**src/rtl/series_controller_pkg.sv**
```systemverilog
// -----------------------------------------------------------------------------
// series_controller_pkg
// Shared definitions for the series-evaluation controller: the FSM state
// encoding, the number of series terms handled by the datapath, and a packed
// bundle of the control strobes the controller drives into the datapath.
// -----------------------------------------------------------------------------
package series_controller_pkg;

   // The datapath term counter is 3 bits wide, so a run covers at most 8 terms.
   localparam int TERMS   = 8;
   localparam int STATE_W = 3;

   typedef enum logic [STATE_W-1:0] {
      IDLE    = 3'd0,
      INIT    = 3'd1,
      MUL_LUT = 3'd2,
      CHECK   = 3'd3,
      ACC     = 3'd4,
      MUL_X2  = 3'd5,
      DONE    = 3'd6,
      HOLD    = 3'd7
   } state_t;

   // Every output of the controller, decoded from the current state.
   typedef struct packed {
      logic ready;
      logic done;
      logic count_en;
      logic iz_count;
      logic ld_x;
      logic ld_y;
      logic select_lut;
      logic select_x2;
      logic ld_a;
      logic iz_a;
      logic ld_r;
      logic iz_r;
      logic enable_tff;
      logic iz_tff;
   } ctrl_t;

   localparam ctrl_t CTRL_NONE = '0;

endpackage : series_controller_pkg

```
**src/rtl/series_controller_if.sv**
```systemverilog
// -----------------------------------------------------------------------------
// series_controller_if
// Bundles the handshake with the system (start/ready/done), the status fed back
// from the datapath (stop/co) and the datapath control strobes.
//   master : controller side  - drives ready, done and all control strobes,
//                                receives start, stop and co
//   slave  : system/datapath  - drives start, stop and co,
//                                receives ready, done and all control strobes
// -----------------------------------------------------------------------------
interface series_controller_if;

   // system handshake
   logic start;
   logic ready;
   logic done;

   // datapath status
   logic stop;   // current term in A is below threshold y
   logic co;     // term counter address = 7 (last coefficient)

   // datapath controls
   logic count_en;
   logic iz_count;
   logic LdX;
   logic LdY;
   logic select_lut;
   logic select_x2;
   logic LdA;
   logic iz_A;
   logic LdR;
   logic iz_R;
   logic enable_TFF;
   logic iz_TFF;

   modport master (
      input  start, stop, co,
      output ready, done,
      output count_en, iz_count, LdX, LdY, select_lut, select_x2,
      output LdA, iz_A, LdR, iz_R, enable_TFF, iz_TFF
   );

   modport slave (
      output start, stop, co,
      input  ready, done,
      input  count_en, iz_count, LdX, LdY, select_lut, select_x2,
      input  LdA, iz_A, LdR, iz_R, enable_TFF, iz_TFF
   );

endinterface : series_controller_if

```
**src/rtl/series_controller.sv**
```systemverilog
// -----------------------------------------------------------------------------
// series_controller
// Moore control FSM for the series-evaluation datapath. On a start request it
// initialises the datapath, then for each term multiplies by the LUT
// coefficient, checks the term against the threshold, accumulates it and
// multiplies by x^2 for the next term. The run ends when the datapath reports
// a term below threshold (stop, examined only in CHECK) or the last
// coefficient has been accumulated (co, examined only in ACC). done pulses for
// one cycle, then the FSM waits in HOLD until start is released.
//
// Ports:
//   clk  - clock, all state changes on the rising edge
//   rst  - synchronous active-high reset, returns the FSM to IDLE
//   bus  - series_controller_if.master: start/stop/co in, ready/done and the
//          datapath control strobes out
//
// All outputs decode from the state register only.
// -----------------------------------------------------------------------------
module series_controller
   import series_controller_pkg::*;
(
   input  logic                       clk,
   input  logic                       rst,
   series_controller_if.master        bus
);

   state_t state_reg;
   state_t state_next;
   ctrl_t  ctrl;

   // ---------------------------------------------------------------------
   // State register
   // ---------------------------------------------------------------------
   always_ff @(posedge clk) begin
      if (rst) begin
         state_reg <= IDLE;
      end else begin
         state_reg <= state_next;
      end
   end

   // ---------------------------------------------------------------------
   // Next-state logic
   // ---------------------------------------------------------------------
   always_comb begin
      state_next = state_reg;
      case (state_reg)
         IDLE:    if (bus.start) state_next = INIT;
         INIT:    state_next = MUL_LUT;
         MUL_LUT: state_next = CHECK;
         // A term below threshold is discarded, not accumulated.
         CHECK:   state_next = bus.stop ? DONE : ACC;
         // co reflects the address before this cycle's count_en, so it is
         // high while the last coefficient's term is being accumulated.
         ACC:     state_next = bus.co ? DONE : MUL_X2;
         MUL_X2:  state_next = MUL_LUT;
         DONE:    state_next = HOLD;
         // Require start to drop before a new run can be armed.
         HOLD:    if (!bus.start) state_next = IDLE;
         default: state_next = IDLE;
      endcase
   end

   // ---------------------------------------------------------------------
   // Output decode (state only)
   // ---------------------------------------------------------------------
   always_comb begin
      ctrl = CTRL_NONE;
      case (state_reg)
         IDLE: begin
            ctrl.ready = 1'b1;
         end
         INIT: begin
            ctrl.ld_x     = 1'b1;
            ctrl.ld_y     = 1'b1;
            ctrl.iz_a     = 1'b1;
            ctrl.iz_r     = 1'b1;
            ctrl.iz_count = 1'b1;
            ctrl.iz_tff   = 1'b1;
         end
         MUL_LUT: begin
            ctrl.select_lut = 1'b1;
            ctrl.ld_a       = 1'b1;
         end
         ACC: begin
            ctrl.ld_r       = 1'b1;
            ctrl.count_en   = 1'b1;
            ctrl.enable_tff = 1'b1;
         end
         MUL_X2: begin
            ctrl.select_x2 = 1'b1;
            ctrl.ld_a      = 1'b1;
         end
         DONE: begin
            ctrl.done = 1'b1;
         end
         default: begin
            ctrl = CTRL_NONE;
         end
      endcase
   end

   assign bus.ready      = ctrl.ready;
   assign bus.done       = ctrl.done;
   assign bus.count_en   = ctrl.count_en;
   assign bus.iz_count   = ctrl.iz_count;
   assign bus.LdX        = ctrl.ld_x;
   assign bus.LdY        = ctrl.ld_y;
   assign bus.select_lut = ctrl.select_lut;
   assign bus.select_x2  = ctrl.select_x2;
   assign bus.LdA        = ctrl.ld_a;
   assign bus.iz_A       = ctrl.iz_a;
   assign bus.LdR        = ctrl.ld_r;
   assign bus.iz_R       = ctrl.iz_r;
   assign bus.enable_TFF = ctrl.enable_tff;
   assign bus.iz_TFF     = ctrl.iz_tff;

endmodule : series_controller

```
**src/flat_wrapper.sv**
```systemverilog
// flat-port wrapper written by rule: the top's interface ports become plain ports
module series_controller_flat import series_controller_pkg::*;
  (clk, rst, bus_start, bus_stop, bus_co, bus_ready, bus_done, bus_count_en, bus_iz_count, bus_LdX, bus_LdY, bus_select_lut, bus_select_x2, bus_LdA, bus_iz_A, bus_LdR, bus_iz_R, bus_enable_TFF, bus_iz_TFF);
  series_controller_if bus_i ();
  input  logic clk;
  input  logic rst;
  input wire logic [$bits(bus_i.start)-1:0] bus_start;
  input wire logic [$bits(bus_i.stop)-1:0] bus_stop;
  input wire logic [$bits(bus_i.co)-1:0] bus_co;
  output wire logic [$bits(bus_i.ready)-1:0] bus_ready;
  output wire logic [$bits(bus_i.done)-1:0] bus_done;
  output wire logic [$bits(bus_i.count_en)-1:0] bus_count_en;
  output wire logic [$bits(bus_i.iz_count)-1:0] bus_iz_count;
  output wire logic [$bits(bus_i.LdX)-1:0] bus_LdX;
  output wire logic [$bits(bus_i.LdY)-1:0] bus_LdY;
  output wire logic [$bits(bus_i.select_lut)-1:0] bus_select_lut;
  output wire logic [$bits(bus_i.select_x2)-1:0] bus_select_x2;
  output wire logic [$bits(bus_i.LdA)-1:0] bus_LdA;
  output wire logic [$bits(bus_i.iz_A)-1:0] bus_iz_A;
  output wire logic [$bits(bus_i.LdR)-1:0] bus_LdR;
  output wire logic [$bits(bus_i.iz_R)-1:0] bus_iz_R;
  output wire logic [$bits(bus_i.enable_TFF)-1:0] bus_enable_TFF;
  output wire logic [$bits(bus_i.iz_TFF)-1:0] bus_iz_TFF;
  assign bus_i.start = bus_start;
  assign bus_i.stop = bus_stop;
  assign bus_i.co = bus_co;
  assign bus_ready = bus_i.ready;
  assign bus_done = bus_i.done;
  assign bus_count_en = bus_i.count_en;
  assign bus_iz_count = bus_i.iz_count;
  assign bus_LdX = bus_i.LdX;
  assign bus_LdY = bus_i.LdY;
  assign bus_select_lut = bus_i.select_lut;
  assign bus_select_x2 = bus_i.select_x2;
  assign bus_LdA = bus_i.LdA;
  assign bus_iz_A = bus_i.iz_A;
  assign bus_LdR = bus_i.LdR;
  assign bus_iz_R = bus_i.iz_R;
  assign bus_enable_TFF = bus_i.enable_TFF;
  assign bus_iz_TFF = bus_i.iz_TFF;
  series_controller u_core (.clk(clk), .rst(rst), .bus(bus_i));
endmodule
```
**config.mk**
```make
export PLATFORM = sky130hd
export DESIGN_NAME = series_controller_flat
export DESIGN_NICKNAME = d
export VERILOG_FILES = /design/src/rtl/series_controller_pkg.sv /design/src/rtl/series_controller_if.sv /design/src/rtl/series_controller.sv /design/src/flat_wrapper.sv
export SDC_FILE = /design/constraint.sdc
export NUM_CORES = 1
export LEC_CHECK = 0
export BUFFER_PORTS_ARGS = -buffer_cell sky130_fd_sc_hd__buf_2
export CAP_MARGIN = 20
export CORE_AREA = 8 8 45 47
export CTS_BUF_LIST = sky130_fd_sc_hd__clkbuf_8
export DETAILED_ROUTE_END_ITERATION = 16
export DIE_AREA = 0 0 53 55
export PLACE_DENSITY = 0.46
export SYNTH_ARGS = -nofsm -noshare
export SYNTH_HDL_FRONTEND = slang
export SYNTH_SLANG_ARGS = --single-unit
```
**constraint.sdc**
```tcl
create_clock -name clk -period 2.05 [get_ports clk]
set_clock_uncertainty 0.2 [all_clocks]
set_input_delay 0 -clock clk [delete_from_list [all_inputs] [get_ports clk]]
set_output_delay 0 -clock clk [all_outputs]
set_load 0.05 [all_outputs]
```
==> flow_metrics.env, run 1 <==
export IMPL_die_w_um=53
export IMPL_synth_compound_area_frac=0.117
export IMPL_via_per_inst=4.22
export IMPL_synth_top_cell_area_share=0.201
export IMPL_worst_skew_pair_late_latency_ns=0.22
export IMPL_globalplace_congestion=0.663
export IMPL_synth_top_family_by_area="simple AND/OR/NAND/NOR gates"
export IMPL_crit_required_ns=2.01
export IMPL_root_buffer="clkbuf_8"
export IMPL_htree_levels=1
export IMPL_rsz0062_at_grt="false"
export IMPL_final_common_cell="buf_2"
export IMPL_firstDrtPassIters=2
export IMPL_grt_use_total=0.0524
export IMPL_drv_slew=0
export IMPL_worst_ep_arrival_time_ns=1.82
export IMPL_post_route_period_util=0.909
export IMPL_outcome="finished, final reports clean"
export IMPL_synth_cell_area_um2=299
export IMPL_grt_pass1_vias=284
export IMPL_rrSetupSlack_ns=0.19
export IMPL_clk_pin_slew_ns=0.03
export IMPL_maxCapViolCount=0
export IMPL_nets=59
export IMPL_io_pins=19
export IMPL_globalRouteOverflowTotal=0
export IMPL_nFillCells=154
export IMPL_ys_warn_count=0
export IMPL_yosysTopAreaCell="dfxtp_1"
export IMPL_diodes=0
export IMPL_dpl_cell_area_um2=338
export IMPL_cts_max_path_buffers=2
export IMPL_synth_seq_cells=3
export IMPL_hold_class="input port to flop"
export IMPL_setup_tns_ns=0
export IMPL_syn_area_per_cell_um2=8.08
export IMPL_yosys_area_share_xor_xnor=0
export IMPL_endpoint="u_core.state_reg[1]$_SDFFE_PP0P_"
export IMPL_critPathLaunch="u_core.state_reg[1]$_SDFFE_PP0P_"
export IMPL_fp_row_count=14
export IMPL_synth_fa_ha_area_frac=0
export IMPL_design_area_um2=423
export IMPL_power_leakage_nw=0.206
export IMPL_finalPower_mw=0.378
export IMPL_r2r_end="u_core.state_reg[1]$_SDFFE_PP0P_"
export IMPL_drc=0
export IMPL_cp_max_fo=10
export IMPL_drive_gt1_frac=0.547
export IMPL_power_density_cell_area_nw_per_um2=894
export IMPL_syn_to_final_growth_pct=41.4
export IMPL_ir_drop_mv=0.318
export IMPL_cts_tree="yes"
export IMPL_drt_total_wl_um=753
export IMPL_synth_seq_area_share=0.201
export IMPL_multi_input_area_um2=164
export IMPL_min_period_ns=1.86
export IMPL_crit_path_start_kind="flop"
export IMPL_r2r_cells=4
export IMPL_synth_area_leaders="dfxtp_1 20%, buf_4 20%, nor3b_2 8.4%"
export IMPL_netlist_instances=37
export IMPL_numPortBuffers=18
export IMPL_yosys_cell_types_count=21
export IMPL_grt_pass1_wl_um=1060
export IMPL_dieHeight_um=55
export IMPL_core_area_um2=1380
export IMPL_ant_nets=0
export IMPL_largest_register_ffs=3
export IMPL_avgRoutedWirePerCell_um=10.9
export IMPL_slew_headroom=0.763
export IMPL_synth_nets=42
export IMPL_synthMuxAreaShare=0
export IMPL_endpoint_kind="flop"
export IMPL_final_util=0.306
export IMPL_vias=291
export IMPL_fp_dieArea_um2=2920
export IMPL_rr_startpoint="u_core.state_reg[1]$_SDFFE_PP0P_"
export IMPL_sequential_cell_area_um2=60.1
export IMPL_antenna_found_initial=0
export IMPL_initial_core_util=0.216
export IMPL_dr_first_iter_drc_count=1
export IMPL_worst_pin_slew_ns=0.355
export IMPL_cts_buffers=3
export IMPL_post_cts_repair_setup_buffers=0
export IMPL_clock_sinks=3
export IMPL_final_cell_mix="18 x buf_2, 4 x dlygate4sd3_1"
export IMPL_setup_viol=0
export IMPL_setup_worst_path_class="flop to flop"
export IMPL_hold_violations=0
export IMPL_grt_max_degree=12
export IMPL_fmax_ghz=0.537
export IMPL_yosys_area_share_simple=0.414
-- cell families after synthesis --
family / count (synthesis)
buffers and inverters: 11
AOI/OAI and AO/OA: 5
and+or+nand+nor: 18
DFF: 3
-- metrics by stage --
| stage | hold slack, ns | instances | setup slack [ns] |
|---|---|---|---|
| 2_1_floorplan | -0.131 | 37 | 0.122 |
| 5_1_grt | 0.0826 | 69 | 0.138 |
| 6_report | 0.0289 | 69 | 0.186 |
| 4_1_cts | 0.0261 | 69 | 0.243 |
| 3_5_place_dp | 0.0110 | 61 | 0.660 |
| 3_3_place_gp | 0.00847 | 61 | 0.689 |
-- metal layers --
metal  vias up  global-route usage  share of wire
met3         4              0.0160          0.097
met1       128              0.0394           0.38
met2        12              0.0898           0.48
met4         0              0.0776          0.039
met5         -                   0              0
li1        147                   -              -
-- what timing repair did --
item / in CTS / in global routing
hold buffers: 4 / 0
gates resized for setup: 0 / 0
hold endpoints to repair: 3 / 0
-- worst max-delay path, cell delays in order, from the launching register on --
cell and delay, ns:
dfxtp_1 0.51, or2_4 0.22, nor2_2 0.04, nor4_2 0.24, dlygate4sd3_1 0.59
-- synthesized netlist by cell type --
master / instances
or2_4: 1
a21oi_1: 2
buf_2: 1
nand3b_1: 1
o21bai_1: 1
dfxtp_1: 3
inv_2: 1
nor3b_1: 2
nor4_2: 1
buf_6: 1
nor2b_1: 1
nor2_1: 3
nor3b_2: 2
nor2_2: 1
nand3_1: 1
or2_1: 1
buf_4: 8
a21oi_2: 1
nand2_1: 2
nand2b_1: 2
o2bb2ai_1: 1
-- area by class of cell --
class / instances / area share
Sequential cell: 3 / 0.142
Clock inverter: 1 / 0.00888
Clock buffer: 3 / 0.0976
Tap cell: 16 / 0.0473
Multi-Input combinational cell: 23 / 0.388
Timing Repair Buffer: 22 / 0.308
Inverter: 1 / 0.00888
-- worst min-delay path by stage --
stage,cells past startpoint,to,from,slack (ns)
floorplan,1,u_core.state_reg[0]$_SDFFE_PP0P_,rst,-0.13
global placement,2,u_core.state_reg[2]$_SDFFE_PP0P_,rst,0.008
CTS,4,u_core.state_reg[2]$_SDFFE_PP0P_,bus_start,0.03
finish,4,u_core.state_reg[2]$_SDFFE_PP0P_,bus_start,0.03
global route,4,u_core.state_reg[2]$_SDFFE_PP0P_,bus_start,0.08
detailed placement,2,u_core.state_reg[0]$_SDFFE_PP0P_,rst,0.01
-- report_power, final --
| part | switching (mW) | internal, mW | leakage, nW | total (mW) |
|---|---|---|---|---|
| combinational | 0.0959 | 0.0396 | 0.154 | 0.135 |
| clock | 0.0412 | 0.128 | 0.0269 | 0.169 |
| sequential | 0.0109 | 0.0629 | 0.0246 | 0.0738 |
(Power assumes the default switching activity.)
==> run 2, diff against run 1 <==
==> constraint.sdc (replaced) <==
create_clock -name clk -period 2.05 [get_ports clk]
set_clock_uncertainty 0.2 [all_clocks]
set_input_delay 0.41 -clock clk [delete_from_list [all_inputs] [get_ports clk]]
set_output_delay 0.41 -clock clk [all_outputs]
set_load 0.05 [all_outputs]
==> flow_metrics.env, run 2 (same netlist as run 1, synthesis figures left out) <==
export IMPL_design_area_um2=434
export IMPL_ctsResizeCount=1
export IMPL_post_cts_repair_setup_buffers=0
export IMPL_hpwl_um=588
export IMPL_clock_sinks=3
export IMPL_firstDrtPassIters=2
export IMPL_setup_tns_ns=0
export IMPL_worst_skew_pair_late_latency_ns=0.21
export IMPL_cts_hold_buf=0
export IMPL_ant_nets=0
export IMPL_fp_dieArea_um2=2920
export IMPL_largest_register_ffs=3
export IMPL_nets=57
export IMPL_die_w_um=53
export IMPL_endpoint_kind="output port"
export IMPL_root_buffer="clkbuf_8"
export IMPL_grt_use_total=0.0496
export IMPL_p_int_mw=0.231
export IMPL_ir_drop_mv=0.375
export IMPL_p_sw_frac=0.388
export IMPL_crit_required_ns=1.44
export IMPL_setup_viol=0
export IMPL_power_density_cell_area_nw_per_um2=869
export IMPL_hp_start="rst"
export IMPL_p_seq_frac=0.201
export IMPL_drc=0
export IMPL_slew_headroom=0.832
export IMPL_grt_pass1_vias=270
export IMPL_min_period_ns=1.89
export IMPL_numPortBuffers=18
export IMPL_io_pins=19
export IMPL_syn_to_final_growth_pct=45.2
export IMPL_hold_violations=0
export IMPL_crit_path_start_kind="flop"
export IMPL_cp_max_fo=10
export IMPL_min_delay_path_depth=2
export IMPL_outcome="finished, final reports clean"
export IMPL_fp_row_count=14
export IMPL_cp_cell_sequence="nor3b_4, or2_4, buf_2"
export IMPL_drive_gt1_frac=0.706
export IMPL_final_cell_mix="18 x buf_2, 3 x nor3b_4, 3 x clkbuf_8"
export IMPL_cts_tree="yes"
export IMPL_antenna_found_initial=0
export IMPL_nFillCells=157
export IMPL_drv_slew=0
export IMPL_hold_class="input port to flop"
export IMPL_path_buf_inv=1
export IMPL_critPathSlowestCell="dfxtp_2"
export IMPL_cts_buffers=3
export IMPL_critPathMaxStageDelay_ns=0.46
export IMPL_clk_pin_slew_ns=0.03
export IMPL_core_area_um2=1380
export IMPL_globalplace_congestion=0.651
export IMPL_rrSetupSlack_ns=0.81
export IMPL_maxCapViolCount=0
export IMPL_power_frac_comb=0.364
export IMPL_globalRouteOverflowTotal=0
export IMPL_worst_ep_arrival_time_ns=1.28
export IMPL_holdPathEnd="u_core.state_reg[0]$_SDFFE_PP0P_"
export IMPL_clkPwrFrac=0.435
export IMPL_r2r_cells=3
export IMPL_worst_pin_slew_ns=0.253
export IMPL_r2r_end="u_core.state_reg[1]$_SDFFE_PP0P_"
export IMPL_final_util=0.314
export IMPL_initial_core_util=0.216
export IMPL_finalPower_mw=0.377
export IMPL_drt_total_wl_um=719
export IMPL_vias=273
export IMPL_dr_first_iter_drc_count=7
export IMPL_rsz0062_at_grt="false"
export IMPL_grt_max_degree=12
export IMPL_dpl_cell_area_um2=387
export IMPL_switching_power_mw=0.147
export IMPL_dieHeight_um=55
export IMPL_diodes=0
export IMPL_rr_startpoint="u_core.state_reg[1]$_SDFFE_PP0P_"
export IMPL_power_leakage_nw=0.196
export IMPL_path_delay_family="flip-flops"
export IMPL_htree_levels=1
export IMPL_final_common_cell="buf_2"
export IMPL_setup_worst_path_class="flop to output port"
export IMPL_avgRoutedWirePerCell_um=10.7
export IMPL_cts_max_path_buffers=2
export IMPL_via_per_inst=4.07
export IMPL_grt_pass1_wl_um=1060
export IMPL_fmax_ghz=0.528
export IMPL_post_route_period_util=0.924
## run 2: layout make-up
type / instances / area (um^2) / area share
tap: 16 / 20.0 / 0.0461
multi-input combinational: 23 / 198 / 0.455
inverter: 1 / 3.75 / 0.00865
clock buffer: 3 / 41.3 / 0.0951
timing repair buffer: 20 / 105 / 0.242
sequential: 3 / 62.6 / 0.144
clock inverter: 1 / 3.75 / 0.00865
## run 2: power by group through the flow
stage	combinational (mW)	clock [mW]	sequential, mW
5_1_grt	0.144	0.180	0.0771
4_1_cts	0.139	0.169	0.0756
2_1_floorplan	0.140	0	0.0649
3_3_place_gp	0.139	0	0.0759
6_report	0.137	0.164	0.0759
3_5_place_dp	0.139	0	0.0760
## run 2: worst reg2reg max path, stage by stage (launching register included)
cell and delay [ns]:
dfxtp_2 0.46, or2_4 0.21, nor2_2 0.04, nor4_2 0.23
## run 2: per-stage QoR
stage	std cells	worst slack, ns	hold WS [ns]
floorplan	37	0.0127	0.279
global placement	63	0.219	0.419
detailed placement	63	0.226	0.421
CTS	67	0.00794	0.193
global route	67	0.0925	0.185
finish	67	0.156	0.197
## run 2: worst max-delay path by stage
stage                                           startpoint  endpoint  cells after the start
final                     u_core.state_reg[1]$_SDFFE_PP0P_   bus_LdA                      3
after global routing      u_core.state_reg[1]$_SDFFE_PP0P_   bus_LdA                      3
after CTS                 u_core.state_reg[0]$_SDFFE_PP0P_   bus_LdA                      3
after detailed placement  u_core.state_reg[1]$_SDFFE_PP0P_   bus_LdA                      3
after global placement    u_core.state_reg[1]$_SDFFE_PP0P_   bus_LdA                      3
after floorplan           u_core.state_reg[0]$_SDFFE_PP0P_   bus_LdY                      3
## run 2: metal layers
| metal | track usage | wire length [um] | vias up |
|---|---|---|---|
| li1 | - | - | 141 |
| met1 | 0.0514 | 318 | 118 |
| met2 | 0.0762 | 306 | 14 |
| met3 | 0.0241 | 94 | 0 |
| met4 | 0.0388 | 0 | 0 |
| met5 | 0 | 0 | - |
